==> src/rtl/memoria_instrucao_carregavel_if.sv <==
// Loader, fetch and status signals of the loadable instruction memory.
// master = the party that loads the program and issues fetches; slave = the memory.
// Handshake: a loader word is taken on every edge where carga_valido=1 while
// carga_pronto=1. A fetch is taken on an edge where busca_req=1 and pronto=1.
// Its result appears for exactly one cycle, one edge later, with busca_valido=1.
// There is no back-pressure on results, so a new request may be issued every cycle.
interface memoria_instrucao_carregavel_if #(
  parameter int DATA_W = 32,
  parameter int ADDR_W = 32
);
  logic              carga_valido;
  logic [DATA_W-1:0] carga_dado;
  logic              carga_fim;
  logic              carga_pronto;
  logic              recarga;
  logic              busca_req;
  logic [ADDR_W-1:0] Endereco;
  logic [DATA_W-1:0] Instrucao;
  logic              busca_valido;
  logic              erro_endereco;
  logic              pronto;
  logic              estouro;
  logic              estado_dbg;

  modport master (
    output carga_valido, carga_dado, carga_fim, recarga, busca_req, Endereco,
    input  carga_pronto, Instrucao, busca_valido, erro_endereco, pronto, estouro,
           estado_dbg
  );

  modport slave (
    input  carga_valido, carga_dado, carga_fim, recarga, busca_req, Endereco,
    output carga_pronto, Instrucao, busca_valido, erro_endereco, pronto, estouro,
           estado_dbg
  );
endinterface

==> src/rtl/memoria_instrucao_carregavel.sv <==
// Loadable instruction memory: a sequential loader fills words from address 0,
// and the fetch port then serves registered reads. Unloaded or out-of-range words read as NOP.
module memoria_instrucao_carregavel #(
  parameter int              DATA_W    = 32,
  parameter int              DEPTH     = 64,
  parameter int              ADDR_W    = 32,
  parameter logic [DATA_W-1:0] NOP_INSTR = DATA_W'(32'h8000_0000)
) (
  input  logic                          clock,
  input  logic                          reset,
  memoria_instrucao_carregavel_if.slave bus
);
  localparam int CNT_W = $clog2(DEPTH + 1);
  localparam int IDX_W = (DEPTH > 1) ? $clog2(DEPTH) : 1;
  localparam int CMP_W = (ADDR_W > CNT_W) ? ADDR_W : CNT_W;

  typedef enum logic {
    CARGA  = 1'b0,
    PRONTO = 1'b1
  } estado_t;

  estado_t           estado_q, estado_d;
  logic [CNT_W-1:0]  count_q, count_d;
  logic              estouro_q, estouro_d;
  logic              valido_q, valido_d;
  logic              erro_q, erro_d;
  logic [DATA_W-1:0] instr_q;
  logic [DATA_W-1:0] mem_q [DEPTH];

  logic              wr_en;
  logic              rd_hit;
  logic              rd_miss;
  logic              busca_acerto;
  logic [IDX_W-1:0]  wr_idx;
  logic [IDX_W-1:0]  rd_idx;

  // The whole PC is compared, so high address bits cannot alias onto loaded words.
  assign busca_acerto = CMP_W'(bus.Endereco) < CMP_W'(count_q);
  assign wr_idx       = count_q[IDX_W-1:0];
  assign rd_idx       = bus.Endereco[IDX_W-1:0];

  always_comb begin
    estado_d  = estado_q;
    count_d   = count_q;
    estouro_d = estouro_q;
    valido_d  = 1'b0;
    erro_d    = 1'b0;
    wr_en     = 1'b0;
    rd_hit    = 1'b0;
    rd_miss   = 1'b0;
    case (estado_q)
      CARGA: begin
        // A word that arrives together with carga_fim is still written.
        if (bus.carga_valido) begin
          if (count_q < CNT_W'(DEPTH)) begin
            wr_en   = 1'b1;
            count_d = count_q + CNT_W'(1);
          end else begin
            estouro_d = 1'b1;
          end
        end
        if (bus.carga_fim) begin
          estado_d = PRONTO;
        end
      end
      PRONTO: begin
        // recarga wins over a fetch in the same cycle; that fetch is dropped.
        if (bus.recarga) begin
          estado_d  = CARGA;
          count_d   = '0;
          estouro_d = 1'b0;
        end else if (bus.busca_req) begin
          valido_d = 1'b1;
          if (busca_acerto) begin
            rd_hit = 1'b1;
          end else begin
            rd_miss = 1'b1;
            erro_d  = 1'b1;
          end
        end
      end
    endcase
  end

  always_ff @(posedge clock) begin
    if (reset) begin
      estado_q  <= CARGA;
      count_q   <= '0;
      estouro_q <= 1'b0;
      valido_q  <= 1'b0;
      erro_q    <= 1'b0;
      instr_q   <= NOP_INSTR;
    end else begin
      estado_q  <= estado_d;
      count_q   <= count_d;
      estouro_q <= estouro_d;
      valido_q  <= valido_d;
      erro_q    <= erro_d;
      // Instrucao keeps its last value on cycles without a fetch.
      if (rd_hit) begin
        instr_q <= mem_q[rd_idx];
      end else if (rd_miss) begin
        instr_q <= NOP_INSTR;
      end
    end
  end

  // Program storage is not reset; the fill count alone decides which words are valid.
  always_ff @(posedge clock) begin
    if (wr_en) begin
      mem_q[wr_idx] <= bus.carga_dado;
    end
  end

  assign bus.Instrucao     = instr_q;
  assign bus.busca_valido  = valido_q;
  assign bus.erro_endereco = erro_q;
  assign bus.estouro       = estouro_q;
  assign bus.pronto        = (estado_q == PRONTO);
  assign bus.carga_pronto  = (estado_q == CARGA);
  assign bus.estado_dbg    = estado_q;
endmodule

==> src/flat_wrapper.sv <==
// flat-port wrapper written by rule: the top's interface ports become plain ports
module memoria_instrucao_carregavel_flat 
#(
  parameter int              DATA_W    = 32,
  parameter int              DEPTH     = 64,
  parameter int              ADDR_W    = 32,
  parameter logic [DATA_W-1:0] NOP_INSTR = DATA_W'(32'h8000_0000)
)
  (clock, reset, bus_carga_valido, bus_carga_dado, bus_carga_fim, bus_recarga, bus_busca_req, bus_Endereco, bus_carga_pronto, bus_Instrucao, bus_busca_valido, bus_erro_endereco, bus_pronto, bus_estouro, bus_estado_dbg);
  memoria_instrucao_carregavel_if #(.DATA_W(DATA_W), .ADDR_W(ADDR_W)) bus_i ();
  input  logic clock;
  input  logic reset;
  input wire logic [$bits(bus_i.carga_valido)-1:0] bus_carga_valido;
  input wire logic [$bits(bus_i.carga_dado)-1:0] bus_carga_dado;
  input wire logic [$bits(bus_i.carga_fim)-1:0] bus_carga_fim;
  input wire logic [$bits(bus_i.recarga)-1:0] bus_recarga;
  input wire logic [$bits(bus_i.busca_req)-1:0] bus_busca_req;
  input wire logic [$bits(bus_i.Endereco)-1:0] bus_Endereco;
  output wire logic [$bits(bus_i.carga_pronto)-1:0] bus_carga_pronto;
  output wire logic [$bits(bus_i.Instrucao)-1:0] bus_Instrucao;
  output wire logic [$bits(bus_i.busca_valido)-1:0] bus_busca_valido;
  output wire logic [$bits(bus_i.erro_endereco)-1:0] bus_erro_endereco;
  output wire logic [$bits(bus_i.pronto)-1:0] bus_pronto;
  output wire logic [$bits(bus_i.estouro)-1:0] bus_estouro;
  output wire logic [$bits(bus_i.estado_dbg)-1:0] bus_estado_dbg;
  assign bus_i.carga_valido = bus_carga_valido;
  assign bus_i.carga_dado = bus_carga_dado;
  assign bus_i.carga_fim = bus_carga_fim;
  assign bus_i.recarga = bus_recarga;
  assign bus_i.busca_req = bus_busca_req;
  assign bus_i.Endereco = bus_Endereco;
  assign bus_carga_pronto = bus_i.carga_pronto;
  assign bus_Instrucao = bus_i.Instrucao;
  assign bus_busca_valido = bus_i.busca_valido;
  assign bus_erro_endereco = bus_i.erro_endereco;
  assign bus_pronto = bus_i.pronto;
  assign bus_estouro = bus_i.estouro;
  assign bus_estado_dbg = bus_i.estado_dbg;
  memoria_instrucao_carregavel #(.DATA_W(DATA_W), .DEPTH(DEPTH), .ADDR_W(ADDR_W), .NOP_INSTR(NOP_INSTR)) u_core (.clock(clock), .reset(reset), .bus(bus_i));
endmodule
==> config.mk <==
export PLATFORM = sky130hd
export DESIGN_NAME = memoria_instrucao_carregavel_flat
export DESIGN_NICKNAME = d
export VERILOG_FILES = /design/src/rtl/memoria_instrucao_carregavel_if.sv /design/src/rtl/memoria_instrucao_carregavel.sv /design/src/flat_wrapper.sv
export SDC_FILE = /design/constraint.sdc
export NUM_CORES = 2
export LEC_CHECK = 0
export ABC_AREA = 1
export CORE_UTILIZATION = 45
export DETAILED_ROUTE_END_ITERATION = 10
export HOLD_SLACK_MARGIN = 0.08
export SYNTH_ARGS = -nofsm -noshare
export SYNTH_HDL_FRONTEND = slang
export SYNTH_SLANG_ARGS = --single-unit
export TNS_END_PERCENT = 30
==> constraint.sdc <==
create_clock -name clock -period 4.4 [get_ports clock]
set_clock_uncertainty 0.05 [all_clocks]
set_input_delay 1.1 -clock clock [delete_from_list [all_inputs] [get_ports clock]]
set_output_delay 1.1 -clock clock [all_outputs]
set_load 0.03 [all_outputs]
==> flow_summary.html <==
<table>
<tr><th>Metric</th><th>Value</th></tr>
<tr><th colspan="2">Detailed routing</th></tr>
<tr><td>Via count</td><td>roughly 56,000</td></tr>
<tr><td>TritonRoute pass-1 iters</td><td>9</td></tr>
<tr><td>Total wire length after detailed routing</td><td>241,000 µm</td></tr>
<tr><td>Detail-routed via count per cell</td><td>between 5 and 6</td></tr>
<tr><td>Post-detailed-route DRC marker count</td><td>4</td></tr>
<tr><td>Drt first-iter violations</td><td>between 6,000 and 7,000</td></tr>
<tr><td>Wire per inst</td><td>between 20 and 25 µm</td></tr>
<tr><td>Post-DRT Antenna Nets</td><td>0</td></tr>
<tr><th colspan="2">CTS</th></tr>
<tr><td>Clock sink count</td><td>between 2,000 and 2,500</td></tr>
<tr><td>Total clock buffers created by CTS</td><td>roughly 210</td></tr>
<tr><td>Buffer depth of the longest clock path</td><td>3</td></tr>
<tr><td>CTS hold repair buffers</td><td>0</td></tr>
<tr><td>Count of cells resized by post-cts repair</td><td>0</td></tr>
<tr><td>Worst-path clk slew</td><td>0.06 ns</td></tr>
<tr><td>CTS tree</td><td>done</td></tr>
<tr><td>Post-CTS setup buffer count</td><td>0</td></tr>
<tr><td>CTS H-tree depth</td><td>4</td></tr>
<tr><td>Root cell of the clock tree</td><td>clkbuf_16</td></tr>
<tr><td>Clock Latency Late Sink</td><td>roughly 0.84 ns</td></tr>
<tr><th colspan="2">Timing</th></tr>
<tr><td>Count of endpoints failing setup in the final report</td><td>0</td></tr>
<tr><td>Max-slew violation total from the final report</td><td>0</td></tr>
<tr><td>RSZ-0062 raised after global routing</td><td>no</td></tr>
<tr><td>Final min period</td><td>roughly 3.4 ns</td></tr>
<tr><td>Total negative slack for setup checks</td><td>0 ns</td></tr>
<tr><td>Worst slew margin relative to its limit</td><td>0.146</td></tr>
<tr><td>Transition at the pin with the smallest max-transition slack</td><td>1.28 ns</td></tr>
<tr><td>Max Fclk</td><td>between 0.2 and 0.3 GHz</td></tr>
<tr><td>Final worst-path cycle share</td><td>0.764</td></tr>
<tr><td>Endpoints failing hold</td><td>0</td></tr>
<tr><td>Setup WS post-layout</td><td>roughly 1.0 ns</td></tr>
<tr><th colspan="2">Cells and area</th></tr>
<tr><td>Fraction of final layout cells with drive strength greater than 1</td><td>0.0827</td></tr>
<tr><td>Fin cells</td><td>roughly 10,000</td></tr>
<tr><td># nets final</td><td>around 7,400</td></tr>
<tr><td>Relative area change from synthesis to final layout</td><td>13.4%</td></tr>
<tr><td>Leading cell type in the layout, fill and taps excluded</td><td>nand2_1</td></tr>
<tr><td>Post-route cell area</td><td>96,400 µm²</td></tr>
<tr><td>Most frequent cells in the layout</td><td>2,270 x nand2_1, 2,048 x edfxtp_1, 1,927 x nand3_1, 341 x inv_1, 213 x clkbuf_16</td></tr>
<tr><th colspan="2">Place</th></tr>
<tr><td>IO buf count</td><td>107</td></tr>
<tr><td>Area of placed instances</td><td>between 90,000 and 100,000 µm²</td></tr>
<tr><td>Cell count after placement</td><td>9,636</td></tr>
<tr><td>Post-place setup slack</td><td>roughly 0.83 ns</td></tr>
<tr><td>Half-perimeter wire length after detailed placement</td><td>around 130,000 µm</td></tr>
<tr><td>Routability Congestion</td><td>between 0.8 and 0.9</td></tr>
<tr><th colspan="2">Worst setup path</th></tr>
<tr><td>Critical-path maximum fanout</td><td>3</td></tr>
<tr><td>Kind of cell adding the most delay to the critical path</td><td>buffers and inverters</td></tr>
<tr><td>Worst Path Buf+Inv</td><td>1</td></tr>
<tr><td>Critical Path Source Type</td><td>register</td></tr>
<tr><td>Endpoint required time on the critical path</td><td>~3.3 ns</td></tr>
<tr><td>Worst Setup End Kind</td><td>output pin</td></tr>
<tr><td>Highest cell delay on the worst timing path</td><td>slightly below 0.8 ns</td></tr>
<tr><td>Critical path cell sequence</td><td>clkdlybuf4s50_1</td></tr>
<tr><td>Slowest library cell on the worst path</td><td>clkdlybuf4s50_1</td></tr>
<tr><td>WP data arrival</td><td>between 2 and 2.5 ns</td></tr>
<tr><td>Critical path class</td><td>register to output pin</td></tr>
<tr><th colspan="2">Synth</th></tr>
<tr><td>Count of flip-flops with a built-in enable after synthesis</td><td>between 2,000 and 2,500</td></tr>
<tr><td>Most used DFF post-synth</td><td>edfxtp_1</td></tr>
<tr><td>Fraction of registers with async set/reset</td><td>0</td></tr>
<tr><td>Distinct cell type count after synthesis</td><td>26</td></tr>
<tr><td>Yosys synthesis warning count</td><td>0</td></tr>
<tr><td>Post-synthesis cell area</td><td>approximately 85,000 µm²</td></tr>
<tr><td>Syn_nets</td><td>approximately 7,400</td></tr>
<tr><td>Cell count after synthesis</td><td>7,281</td></tr>
<tr><td>Number of storage elements in the synthesis netlist</td><td>2,091</td></tr>
<tr><td>Share of synthesized area occupied by flip-flops and latches</td><td>0.733</td></tr>
<tr><td>Synthesized area per cell</td><td>between 10 and 15 µm²</td></tr>
<tr><th colspan="2">Hold path</th></tr>
<tr><td>Hold WC Path Type</td><td>register to register</td></tr>
<tr><th colspan="2">Global route</th></tr>
<tr><td>GR Overflow Total</td><td>0</td></tr>
<tr><td>Largest net degree at the start of global routing</td><td>132</td></tr>
<tr><td>Number of antenna violations at the first check in global routing</td><td>15</td></tr>
<tr><td>Number of global-route vias before repair</td><td>approximately 53,000</td></tr>
<tr><td>Total global-route track usage</td><td>0.249</td></tr>
<tr><td>First-pass GRT wire length</td><td>354,000 µm</td></tr>
<tr><th colspan="2">Die</th></tr>
<tr><td>Die extent in y</td><td>around 440 µm</td></tr>
<tr><td>Die ar.</td><td>between 150,000 and 200,000 µm²</td></tr>
<tr><td>Number of placed I/O pins</td><td>108</td></tr>
<tr><td>Effective utilization at floorplan</td><td>0.453</td></tr>
<tr><td>Placeable core region</td><td>~190,000 µm²</td></tr>
<tr><td>Width of the chip</td><td>approximately 440 µm</td></tr>
<tr><td>Number of standard-cell rows in the floorplan</td><td>roughly 160</td></tr>
<tr><th colspan="2">Pwr</th></tr>
<tr><td>Cell leakage power</td><td>34.7 nW</td></tr>
<tr><td>Cell area power density</td><td>~430 nW/µm²</td></tr>
<tr><td>Worst ir drop on vdd</td><td>~0.0003 V</td></tr>
<tr><th colspan="2">Outcome</th></tr>
<tr><td>Failing checks</td><td>design-rule violations</td></tr>
<tr><td>Run status</td><td>finished, violations left</td></tr>
<tr><th colspan="2">Run</th></tr>
<tr><td>Number of max-cap violations</td><td>0</td></tr>
</table>
[synth_stat cells, types with 3 or more instances]
library cell  number  share of area
nand2_1         2271           0.10
edfxtp_1        2048           0.72
nand3_1         1927           0.11
inv_1            343          0.015
buf_2            254          0.015
clkbuf_1         101         0.0045
nor2_1            81         0.0036
buf_1             54         0.0024
dfxtp_1           43          0.010
buf_4             41         0.0036
a21oi_1           38         0.0022
or2_2             36         0.0026
buf_6              7        0.00093
ha_1               7         0.0010
nand4_1            7        0.00051
nor3_1             6        0.00035
or2_1              4        0.00029
inv_2              3        0.00013
o21ai_0            3        0.00018
[layer usage]
layer | track usage | wire length (µm) | vias up
met5 | 0 | 0 | -
met4 | 0.0743 | 6880 | 0
met1 | 0.353 | 102000 | 27900
met3 | 0.0326 | 18000 | 355
met2 | 0.402 | 114000 | 2375
li1 | - | - | 25600
[logic make-up after synthesis]
family                   synth area share
AND/OR/NAND/NOR                     0.221
buffers and inverters              0.0417
flip-flops                          0.733
AO/OA/AOI/OAI                     0.00259
adder cells (fa/ha/maj)           0.00103
[metrics by stage]
step	utilization	hold slack, ns	power, W
floorplan	-	0.423	0.0236
global placement	0.480	0.404	0.0247
detailed placement	0.480	0.408	0.0247
CTS	0.513	0.418	0.0413
global route	0.513	0.439	0.0422
finish	0.513	0.417	0.0411
[registers in the layout (all words and copies together), names as in the netlist]
name and cells:
u_core.count_q 7, u_core.bus.Instrucao 32, u_core.mem_q 2048, u_core.bus.busca_valido 1, u_core.bus.erro_endereco 1, u_core.bus.estado_dbg 1
u_core.bus.estouro 1
[layout make-up]
| type | count | area, µm² |
|---|---|---|
| clock buffers | 265 | 5530 |
| repair buffers | 317 | 3620 |
| multi-input cells | 4386 | 19600 |
| diodes | 7 | 17.5 |
| well taps | 2495 | 3120 |
| inverters | 347 | 1340 |
| clock inverters | 114 | 790 |
| flip-flops and latches | 2091 | 62400 |
| fillers | 16100 | 91400 |
[final timing paths]
check	start	endpoint	slack, ns	cells past startpoint
min	u_core.bus.Instrucao[8]	u_core.bus.Instrucao[8]	0.42	2
min reg2reg	u_core.bus.Instrucao[8]	u_core.bus.Instrucao[8]	0.42	2
max reg2reg	u_core.count_q[3]	u_core.mem_q[36][18]	1.63	4
max	u_core.bus.Instrucao[30]	bus_Instrucao[30]	1.04	1
[where the power goes]
group          internal (W)  switching [W]
Sequential           0.0219      0.0000118
Clock               0.00929        0.00747
Combinational      0.000625        0.00179
Note: power is estimated with default switching activity, not from simulation.
